--- src/rtl/subsurf_pkg.sv ---
// Shared SRAM geometry and requester indices for the subsurface mesh pipeline.
package subsurf_pkg;
  localparam int RAM_AW  = 9;
  localparam int RAM_DW  = 32;
  localparam int RAM_WEW = 4;

  localparam int REQ_NBR  = 0;
  localparam int REQ_AVG  = 1;
  localparam int REQ_HOST = 2;

  localparam int LOCK_MAX_DEFAULT = 16;
endpackage

--- src/rtl/ram_port_arbiter_if.sv ---
// Requester-side and SRAM-side bus of one shared macro port.
interface ram_port_arbiter_if #(
  parameter int N_REQ = 3
);
  import subsurf_pkg::*;

  logic [N_REQ-1:0]         req_valid;
  logic [N_REQ-1:0]         req_lock;
  logic [N_REQ*RAM_AW-1:0]  req_addr;
  logic [N_REQ*RAM_WEW-1:0] req_we;
  logic [N_REQ*RAM_DW-1:0]  req_wdata;
  logic [N_REQ-1:0]         req_ready;
  logic [N_REQ-1:0]         rsp_valid;
  logic [RAM_DW-1:0]        rsp_rdata;
  logic                     ram_en;
  logic [RAM_AW-1:0]        ram_a;
  logic [RAM_WEW-1:0]       ram_we;
  logic [RAM_DW-1:0]        ram_di;
  logic [RAM_DW-1:0]        ram_do;

  modport slave (
    input  req_valid, req_lock, req_addr, req_we, req_wdata, ram_do,
    output req_ready, rsp_valid, rsp_rdata, ram_en, ram_a, ram_we, ram_di
  );

  modport master (
    output req_valid, req_lock, req_addr, req_we, req_wdata, ram_do,
    input  req_ready, rsp_valid, rsp_rdata, ram_en, ram_a, ram_we, ram_di
  );
endinterface

--- src/rtl/ram_port_arbiter_rr_pick.sv ---
// Rotating-priority one-hot picker: first set valid bit scanning from ptr upward, wrapping.
module rr_pick #(
  parameter int N  = 3,
  parameter int PW = (N > 1) ? $clog2(N) : 1
) (
  input  logic [N-1:0]  valid,
  input  logic [PW-1:0] ptr,
  output logic [N-1:0]  grant
);
  logic          found;
  logic [PW-1:0] idx;

  always_comb begin
    grant = '0;
    found = 1'b0;
    idx   = '0;
    for (int i = 0; i < N; i++) begin
      idx = PW'((int'(ptr) + i) % N);
      if (!found && valid[idx]) begin
        grant[idx] = 1'b1;
        found      = 1'b1;
      end
    end
  end
endmodule

--- src/rtl/ram_port_arbiter.sv ---
// Round-robin arbiter sharing one SRAM port among N_REQ requesters, with bounded
// locked bursts and one-cycle read responses routed back to the issuer.
module ram_port_arbiter
  import subsurf_pkg::*;
#(
  parameter int N_REQ    = 3,
  parameter int LOCK_MAX = LOCK_MAX_DEFAULT
) (
  input  logic              clk,
  input  logic              rst,
  ram_port_arbiter_if.slave bus,
  output logic              busy
);
  localparam int PTR_W = $clog2(N_REQ);
  localparam int CNT_W = $clog2(LOCK_MAX + 1);

  if (N_REQ < 2 || N_REQ > 4) begin : g_bad_n_req
    $error("ram_port_arbiter: N_REQ must be in 2..4");
  end

  logic [PTR_W-1:0] ptr;
  logic             owner_vld;
  logic [PTR_W-1:0] owner_idx;
  logic [CNT_W-1:0] lock_cnt;
  logic [N_REQ-1:0] rd_pend;

  logic [N_REQ-1:0]   pick;
  logic [N_REQ-1:0]   grant;
  logic [PTR_W-1:0]   sel;
  logic [RAM_WEW-1:0] sel_we;
  logic               sel_lock;

  rr_pick #(.N(N_REQ), .PW(PTR_W)) u_pick (
    .valid (bus.req_valid),
    .ptr   (ptr),
    .grant (pick)
  );

  always_comb begin
    grant = '0;
    if (!rst) begin
      if (owner_vld) grant[owner_idx] = bus.req_valid[owner_idx];
      else           grant = pick;
    end
    sel = '0;
    for (int i = 0; i < N_REQ; i++) begin
      if (grant[i]) sel = PTR_W'(i);
    end
    sel_we   = bus.req_we[sel*RAM_WEW +: RAM_WEW];
    sel_lock = bus.req_lock[sel];

    bus.ram_en = |grant;
    bus.ram_a  = '0;
    bus.ram_we = '0;
    bus.ram_di = '0;
    if (|grant) begin
      bus.ram_a  = bus.req_addr[sel*RAM_AW +: RAM_AW];
      bus.ram_we = sel_we;
      bus.ram_di = bus.req_wdata[sel*RAM_DW +: RAM_DW];
    end

    bus.req_ready = grant;
    bus.rsp_valid = rst ? '0 : rd_pend;
    bus.rsp_rdata = bus.ram_do;
    busy          = (|bus.req_valid) | owner_vld | (|rd_pend);
  end

  // Accept stage: ownership, lock budget, rotation pointer and response tag
  always_ff @(posedge clk) begin
    if (rst) begin
      ptr       <= '0;
      owner_vld <= 1'b0;
      owner_idx <= '0;
      lock_cnt  <= '0;
      rd_pend   <= '0;
    end else if (|grant) begin
      // Forced release at the last allowed locked grant keeps others' wait bounded
      if (sel_lock && lock_cnt < CNT_W'(LOCK_MAX - 1)) begin
        owner_vld <= 1'b1;
        owner_idx <= sel;
        lock_cnt  <= lock_cnt + 1'b1;
      end else begin
        owner_vld <= 1'b0;
        lock_cnt  <= '0;
        ptr       <= (sel == PTR_W'(N_REQ - 1)) ? '0 : sel + 1'b1;
      end
      rd_pend <= (sel_we == '0) ? grant : '0;
    end else begin
      rd_pend <= '0;
    end
  end
endmodule

--- src/flat_wrapper.sv ---
// flat-port wrapper written by rule: the top's interface ports become plain ports
module ram_port_arbiter_flat import subsurf_pkg::*;
#(
  parameter int N_REQ    = 3,
  parameter int LOCK_MAX = LOCK_MAX_DEFAULT
)
  (clk, rst, busy, bus_req_valid, bus_req_lock, bus_req_addr, bus_req_we, bus_req_wdata, bus_ram_do, bus_req_ready, bus_rsp_valid, bus_rsp_rdata, bus_ram_en, bus_ram_a, bus_ram_we, bus_ram_di);
  ram_port_arbiter_if #(.N_REQ(N_REQ)) bus_i ();
  input  logic clk;
  input  logic rst;
  output logic busy;
  input wire logic [$bits(bus_i.req_valid)-1:0] bus_req_valid;
  input wire logic [$bits(bus_i.req_lock)-1:0] bus_req_lock;
  input wire logic [$bits(bus_i.req_addr)-1:0] bus_req_addr;
  input wire logic [$bits(bus_i.req_we)-1:0] bus_req_we;
  input wire logic [$bits(bus_i.req_wdata)-1:0] bus_req_wdata;
  input wire logic [$bits(bus_i.ram_do)-1:0] bus_ram_do;
  output wire logic [$bits(bus_i.req_ready)-1:0] bus_req_ready;
  output wire logic [$bits(bus_i.rsp_valid)-1:0] bus_rsp_valid;
  output wire logic [$bits(bus_i.rsp_rdata)-1:0] bus_rsp_rdata;
  output wire logic [$bits(bus_i.ram_en)-1:0] bus_ram_en;
  output wire logic [$bits(bus_i.ram_a)-1:0] bus_ram_a;
  output wire logic [$bits(bus_i.ram_we)-1:0] bus_ram_we;
  output wire logic [$bits(bus_i.ram_di)-1:0] bus_ram_di;
  assign bus_i.req_valid = bus_req_valid;
  assign bus_i.req_lock = bus_req_lock;
  assign bus_i.req_addr = bus_req_addr;
  assign bus_i.req_we = bus_req_we;
  assign bus_i.req_wdata = bus_req_wdata;
  assign bus_i.ram_do = bus_ram_do;
  assign bus_req_ready = bus_i.req_ready;
  assign bus_rsp_valid = bus_i.rsp_valid;
  assign bus_rsp_rdata = bus_i.rsp_rdata;
  assign bus_ram_en = bus_i.ram_en;
  assign bus_ram_a = bus_i.ram_a;
  assign bus_ram_we = bus_i.ram_we;
  assign bus_ram_di = bus_i.ram_di;
  ram_port_arbiter #(.N_REQ(N_REQ), .LOCK_MAX(LOCK_MAX)) u_core (.clk(clk), .rst(rst), .bus(bus_i), .busy(busy));
endmodule
--- config.mk ---
export PLATFORM = sky130hd
export DESIGN_NAME = ram_port_arbiter_flat
export DESIGN_NICKNAME = d
export VERILOG_FILES = /design/src/rtl/subsurf_pkg.sv /design/src/rtl/ram_port_arbiter_if.sv /design/src/rtl/ram_port_arbiter_rr_pick.sv /design/src/rtl/ram_port_arbiter.sv /design/src/flat_wrapper.sv
export SDC_FILE = /design/constraint.sdc
export NUM_CORES = 1
export LEC_CHECK = 0
export ABC_CLOCK_PERIOD_IN_PS = 5900
export CORE_AREA = 2 2 99 101
export CTS_BUF_LIST = sky130_fd_sc_hd__clkbuf_4 sky130_fd_sc_hd__clkbuf_8 sky130_fd_sc_hd__clkbuf_16
export DETAILED_ROUTE_END_ITERATION = 10
export DIE_AREA = 0 0 101 103
export GPL_TIMING_DRIVEN = 0
export HOLD_SLACK_MARGIN = 0.03
export PLACE_DENSITY = 0.72
export SLEW_MARGIN = 30
export SYNTH_ARGS = -nofsm -noshare
export SYNTH_HDL_FRONTEND = slang
export SYNTH_SLANG_ARGS = --single-unit
--- constraint.sdc ---
create_clock -name clk -period 5.9 [get_ports clk]
set_input_delay 0.59 -clock clk [delete_from_list [all_inputs] [get_ports clk]]
set_output_delay 0.59 -clock clk [all_outputs]
set_load 0.1 [all_outputs]
# Word-level counts from Yosys, hierarchy flattened
# Index checks and enable logic that the tools add are counted.
# totals
out_inout_bits,85
register_bits,13
in_bits,175
# classes
bitwise,8
mul,1
muxes,34
div_mod_pow,3
order_cmp,10
addsub,4
n_shift,3
n_eq_ne,1
reduce_logical,16
# op_table
operator,count
indexed part select 96 x 8 -> 32 bit,1
"modulo 32 x 3 -> 32 bit, second input constant",2
"modulo 3 x 3 -> 32 bit, second input constant",1
two-way mux 32 bit,1
indexed part select 27 x 7 -> 9 bit,1
two-way mux 3 bit,6
"less-than comparator 2 x 3 -> 1 bit, second input constant",5
two-way mux 1 bit,13
OR reduction 3 bit,4
indexed part select 12 x 5 -> 4 bit,1
binary-select mux 1 bit (select 2 bit),5
two-way mux 9 bit,1
demux 1 bit (select 2 bit),4
"greater-or-equal comparator 2 x 1 -> 1 bit, second input constant",4
logical AND 1 bit,7
"multiplier 2 x 4 -> 6 bit, second input constant",1
bitwise OR 3 bit,2
"adder 5 x 1 -> 5 bit, second input constant",1
"less-than comparator 5 x 4 -> 1 bit, second input constant",1
two-way mux 5 bit,1
logical NOT 4 bit,1
two-way mux 2 bit,2
two-way mux 4 bit,1
AND reduction 2 bit,2
other kinds (8),12

# Longest topological paths before layout
# logic_depth
ltp_word,19
mapped_depth,13
depth_no_buf,11

# Hierarchy
# From an unflattened synthesis, not the netlist that was laid out.
# unflattened
hier_cells,318
area_unflattened_um2,2428.6
# by_module_without_submodules
module,area_each_um2,n_inst,cells_per_inst,seq_area_each_um2
ram_port_arbiter,2155.8,1,282,260.2
rr_pick,272.8,1,36,0.0

# Worst setup path after synthesis
# OpenSTA, ideal clock, no wires.
# synth_timing
path_kind,register to output
startpoint,register u_core.ptr[0]
endpoint,output bus_ram_we[1]
required_time_ns,5.310
t_arrival_ns,4.220
path_slack_ns,1.090
stages_incl_launch_ff,11
cell_sequence,dfxtp_1 -> inv_1 -> ha_1 -> buf_2 -> nand3b_1 -> o21a_1 -> a2111oi_2 -> o41ai_4 -> inv_2 -> nor3_4 -> nor3_1
# synth_between
elab_cells_between_ends,44
classes_between,add/sub: 2; div: 3; order compare: 6; shift: 1; mux: 22; bitwise: 2; reduce/logical: 8
# synth_lines
element,line_no,source
"start, declared",ram_port_arbiter.sv:21,logic [PTR_W-1:0] ptr;
"start signal, assigned",ram_port_arbiter.sv:85,ptr <= (sel == PTR_W'(N_REQ - 1)) ? '0 : sel + 1'b1;
adder 2 x 1 -> 3 bit or modulo 3 x 3 -> 32 bit (tied branches),ram_port_arbiter_rr_pick.sv:18,idx = PW'((int'(ptr) + i) % N);
modulo 32 x 3 -> 32 bit (tied with other cells),ram_port_arbiter_rr_pick.sv:18,
less-than comparator 2 x 3 -> 1 bit (implied by the code) (tied with other cells),ram_port_arbiter_rr_pick.sv:20,grant[idx] = 1'b1;
logical AND 1 bit (implied by the code) (tied with other cells),ram_port_arbiter_rr_pick.sv:20,
two-way mux 1 bit (implied by the code) (tied with other cells),ram_port_arbiter_rr_pick.sv:20,
demux 1 bit (select 2 bit) (tied with other cells),ram_port_arbiter_rr_pick.sv:20,
bitwise OR 3 bit (no line) or two-way mux 1 bit (tied branches),--,
two-way mux 3 bit or logical NOT 1 bit (tied branches),ram_port_arbiter_rr_pick.sv:19,if (!found && valid[idx]) begin
bitwise OR 3 bit (no line) or logical AND 1 bit (tied branches),--,
two-way mux 3 bit (*),ram_port_arbiter_rr_pick.sv:19,
two-way mux 3 bit (*),ram_port_arbiter.sv:42,if (owner_vld) grant[owner_idx] = bus.req_valid[owner_idx];
two-way mux 3 bit (*),ram_port_arbiter.sv:41,if (!rst) begin
via bus_req_ready[0],flat_wrapper.sv:18,output wire logic [$bits(bus_i.req_ready)-1:0] bus_req_ready;
OR reduction 3 bit (*),ram_port_arbiter.sv:56,if (|grant) begin
two-way mux 4 bit (*),ram_port_arbiter.sv:56,
"end, declared",flat_wrapper.sv:23,output wire logic [$bits(bus_i.ram_we)-1:0] bus_ram_we;
# The timed path passes the listed nets; every way through them passes the cells marked *. The select of a mux whose other input is x is not followed.

# Final worst setup path
# layout_timing
startpoint,input bus_req_valid[0]
endpoint,output bus_ram_a[0]
# layout_between
elab_chain_cells,16
elab_cells_between_ends,28
classes_between,mul: 1; shift: 1; mux: 18; bitwise: 3; reduce/logical: 5
# layout_lines
element,line_no,source
"start, declared",flat_wrapper.sv:12,input wire logic [$bits(bus_i.req_valid)-1:0] bus_req_valid;
binary-select mux 1 bit (select 2 bit),ram_port_arbiter_rr_pick.sv:19,
two-way mux 1 bit (implied by the code),ram_port_arbiter_rr_pick.sv:19,
two-way mux 1 bit,ram_port_arbiter_rr_pick.sv:19,
logical NOT 1 bit,ram_port_arbiter_rr_pick.sv:19,
logical AND 1 bit,ram_port_arbiter_rr_pick.sv:19,
two-way mux 1 bit,ram_port_arbiter_rr_pick.sv:19,
logical NOT 1 bit,ram_port_arbiter_rr_pick.sv:19,
logical AND 1 bit,ram_port_arbiter_rr_pick.sv:19,
two-way mux 3 bit,ram_port_arbiter_rr_pick.sv:19,
two-way mux 3 bit (*),ram_port_arbiter.sv:42,
two-way mux 3 bit (*),ram_port_arbiter.sv:41,
two-way mux 1 bit,ram_port_arbiter.sv:47,if (grant[i]) sel = PTR_W'(i);
two-way mux 2 bit,ram_port_arbiter.sv:47,
multiplier 2 x 4 -> 6 bit,ram_port_arbiter.sv:57,bus.ram_a = bus.req_addr[sel*RAM_AW +: RAM_AW];
indexed part select 27 x 7 -> 9 bit,ram_port_arbiter.sv:57,
two-way mux 9 bit (*),ram_port_arbiter.sv:56,
"end, declared",flat_wrapper.sv:22,output wire logic [$bits(bus_i.ram_a)-1:0] bus_ram_a;
# Every way passes the cells marked *; elsewhere a longest branch is shown, timed or not. The select of a mux whose other input is x is not followed.

==> qor.txt <==
DIE
----------------------------------------------------------------------------------------------------
Die extent in x                                                                               101 um
Initial core utilization                                                                      0.2303
Die area                                                                                0.01040 mm^2
Boundary pin count                                                                               260
Die extent in y                                                                               103 um
Floorplan Core Area                                                                     0.009459 mm^2
Number of placement rows                                                                          36

GLOBAL ROUTE
----------------------------------------------------------------------------------------------------
Combined global-route utilization of all metal layers                                         0.1955
Global-route wire length before repair                                                      16270 um
Maximum number of pins on one net before global-route repair                                      11
Initial antenna violation count                                                                    0
Remaining global-route overflow                                                                    0
Number of global-route vias before repair                                                       3376

ROUTING
----------------------------------------------------------------------------------------------------
Number of detailed-routing iterations run before antenna repair                                    5
Wirelength, routed                                                                          10880 um
Total number of vias                                                                            3321
Wire length the detailed router placed on met1                                               4235 um
Vias/cell                                                                                      4.957
Antenna Violating Nets Remaining                                                                   0
Routed wire per std cell                                                                    16.24 um
Wire length on met3                                                                           702 um
DR top layer                                                                                    met4
Drt initial violations                                                                           117
Metal2 WL                                                                                    5680 um
Post-route DRC                                                                                     0

TIMING
----------------------------------------------------------------------------------------------------
Final hold vios                                                                                    0
Slew HR                                                                                       0.3160
Actual slew at the worst max-slew pin                                                        1023 ps
Setup violators final                                                                              0
Highest achievable clock rate                                                              199.3 MHz
Tcrit/Tclk final                                                                              0.8503
Fin Clk Skew                                                                                4.170 ps
Slew Viols, Final                                                                                  0
Unrepaired setup endpoints after global routing                                                   no
Min Tclk post-route                                                                          5016 ps
Setup TNS Final                                                                                 0 ps

LOGIC SYNTHESIS
----------------------------------------------------------------------------------------------------
Yosys warnings                                                                                     0
Syn Nets                                                                                         507
Simple-gate area share of the yosys netlist                                                   0.3084
Biggest area consumer among synthesized cells                                           sky130_fd_sc_hd__a221oi_1
Ranking of synthesized cells by instance count                                          sky130_fd_sc_hd__nor2_1 (95), sky130_fd_sc_hd__a221oi_1 (42), sky130_fd_sc_hd__buf_4 (34)
Combinational family with the most area after synthesis                                 compound AO/OA/AOI/OAI gates
Synth top area cells                                                                    sky130_fd_sc_hd__a221oi_1 (17%), sky130_fd_sc_hd__nor2_1 (16%), sky130_fd_sc_hd__dfxtp_1 (12%)
Xor and xnor fraction of the mapped netlist area                                                   0
Post-synth design cell area                                                             0.002178 mm^2
Post-synthesis sequential area ratio                                                          0.1195
Mux share of post-synthesis cell area                                                       0.004595
Area fraction in compound gates after synthesis                                               0.3504
Number of enable flip-flop cells after synthesis                                                   0
Most frequent cell after synthesis                                                      sky130_fd_sc_hd__nor2_1
Cells after synthesis                                                                            327
Synth unique cells                                                                                56
Proportion of register bits with asynchronous set or reset after synthesis                         0
Adder-cell share of the synthesized area                                                     0.02872
Most common flop cell mapped by yosys                                                   sky130_fd_sc_hd__dfxtp_1
Top-area cell type share of the netlist area                                                  0.1689
Average size of a mapped cell                                                             6.662 um^2
FF+latch count, synth                                                                             13

CLOCK NETWORK
----------------------------------------------------------------------------------------------------
Clock-pin slew reported for the worst setup and hold paths after clock tree synthesis          50 ps
Clock tree from TritonCTS                                                                        yes
Number of clock buffers inserted by TritonCTS                                                      3
Count of cells resized by post-cts repair                                                          0
Worst-case clock buffer depth                                                                      2
Setup fix buffers added after clock tree synthesis                                                 0
Root buffer selected by CTS                                                             sky130_fd_sc_hd__clkbuf_8
CTS Hold Bufs                                                                                      0
Clock latency on the worst-skew pair                                                          240 ps
Number of levels in the clock H-tree                                                               1
Sinks on Clock Net                                                                                13

SETUP PATH
----------------------------------------------------------------------------------------------------
Crit path capture type                                                                  primary output
Register-to-register setup slack                                                             2970 ps
Data required time at the worst endpoint                                                     5310 ps
Critical path class                                                                        in -> out
Critical Path AT                                                                             4430 ps
Critical Path Source Type                                                                 input port
Maximum net fanout on the critical path                                                           10

WORST HOLD PATH
----------------------------------------------------------------------------------------------------
Path category of the worst min-delay check                                                reg -> reg

JOB
----------------------------------------------------------------------------------------------------
Max-Cap Viols                                                                                      0

FINISH
----------------------------------------------------------------------------------------------------
Total Nets Final                                                                                 737
Synth-to-Final Area Change                                                                    111.5%
Layout cells sized above 1                                                                    0.1205
Antenna diode count                                                                                0
# fillers                                                                                        935

OUTCOME
----------------------------------------------------------------------------------------------------
Outcome                                                                                 finished, final reports clean

PLACEMENT
----------------------------------------------------------------------------------------------------
HPWL reported at the end of detailed placement                                               9144 um
Placer's final routability congestion estimate                                                0.9064
Buffers added on ports                                                                           225

## sequential cells by signal, indices dropped and copies added (netlist names)
register,cells
u_core.owner_idx,2
u_core.rd_pend,3
u_core.owner_vld,1
u_core.ptr,2
u_core.lock_cnt,5
## final timing paths
path              cells past startpoint                              end                       startpoint
setup / recovery                     11                     bus_ram_a[0]                 bus_req_valid[0]
hold / removal                        2  u_core.lock_cnt[4]$_SDFFE_PP0P_  u_core.lock_cnt[4]$_SDFFE_PP0P_
setup reg to reg                     12  u_core.lock_cnt[3]$_SDFFE_PP0P_       u_core.ptr[0]$_SDFFE_PP0P_
hold reg to reg                       2  u_core.lock_cnt[4]$_SDFFE_PP0P_  u_core.lock_cnt[4]$_SDFFE_PP0P_
## area by class of cell
| cell class | count | area (um^2) | area share |
|---|---|---|---|
| Inverter | 13 | 48.80 | 0.01059 |
| Sequential cell | 13 | 260.3 | 0.05649 |
| Multi-Input combinational cell | 242 | 1508 | 0.3273 |
| Tap cell | 114 | 142.6 | 0.03096 |
| Buffer | 59 | 361.6 | 0.07849 |
| Timing Repair Buffer | 225 | 2237 | 0.4856 |
| Clock buffer | 4 | 48.80 | 0.01059 |
## per-stage QoR
step	util	instance area, um^2	hold slack [ps]	setup WS (ps)	instances
2_1_floorplan	-	2178	444.6	1090	327
3_3_place_gp	0.4835	4573	460.5	843.6	666
3_5_place_dp	0.4819	4558	468.7	837.7	666
4_1_cts	0.4870	4607	477.1	823.0	670
5_1_grt	0.4870	4607	520.7	629.0	670
6_report	0.4870	4607	474.9	883.5	670
## critical path: stages
cell and delay [ps]:
sky130_fd_sc_hd__clkdlybuf4s50_1 570, sky130_fd_sc_hd__a21bo_2 270, sky130_fd_sc_hd__a31oi_4 240, sky130_fd_sc_hd__o31a_1 170, sky130_fd_sc_hd__o21a_1 120, sky130_fd_sc_hd__buf_4 170
sky130_fd_sc_hd__clkbuf_1 450, sky130_fd_sc_hd__clkbuf_1 420, sky130_fd_sc_hd__nor2_1 120, sky130_fd_sc_hd__nor2_1 160, sky130_fd_sc_hd__clkdlybuf4s50_1 1150
## logic make-up (layout without fill, tap and decap cells)
family / after synthesis / in the layout
AO/OA/AOI/OAI: 89 / 89
buffers and inverters: 72 / 301
flip-flops: 13 / 13
adder cells (fa/ha/maj): 5 / 5
AND/OR/NAND/NOR: 147 / 147
multiplexers: 1 / 1
## per-layer routing
metal	GRT usage	vias to the layer above
li1	-	1622
met1	0.2289	1534
met2	0.3615	149
met3	0.03797	16
met4	0.05717	0
met5	0	-
## placed cells by master, fill, tap and decap left out, drive strengths merged, types with 5 or more instances in the layout
master | Yosys | routed
inv | 13 | 13
a221oi | 42 | 42
nor2 | 95 | 95
a21oi | 7 | 7
clkdlybuf4s50 | 0 | 222
nand2 | 17 | 17
buf | 47 | 50
dfxtp | 13 | 13
nand3 | 6 | 6
nor3 | 5 | 5
clkbuf | 12 | 16
ha | 5 | 5
o21ai | 6 | 6
a31oi | 5 | 5
Power is not shown: default switching activity piles up to over one toggle a cycle in this logic, so the estimate is an artifact.
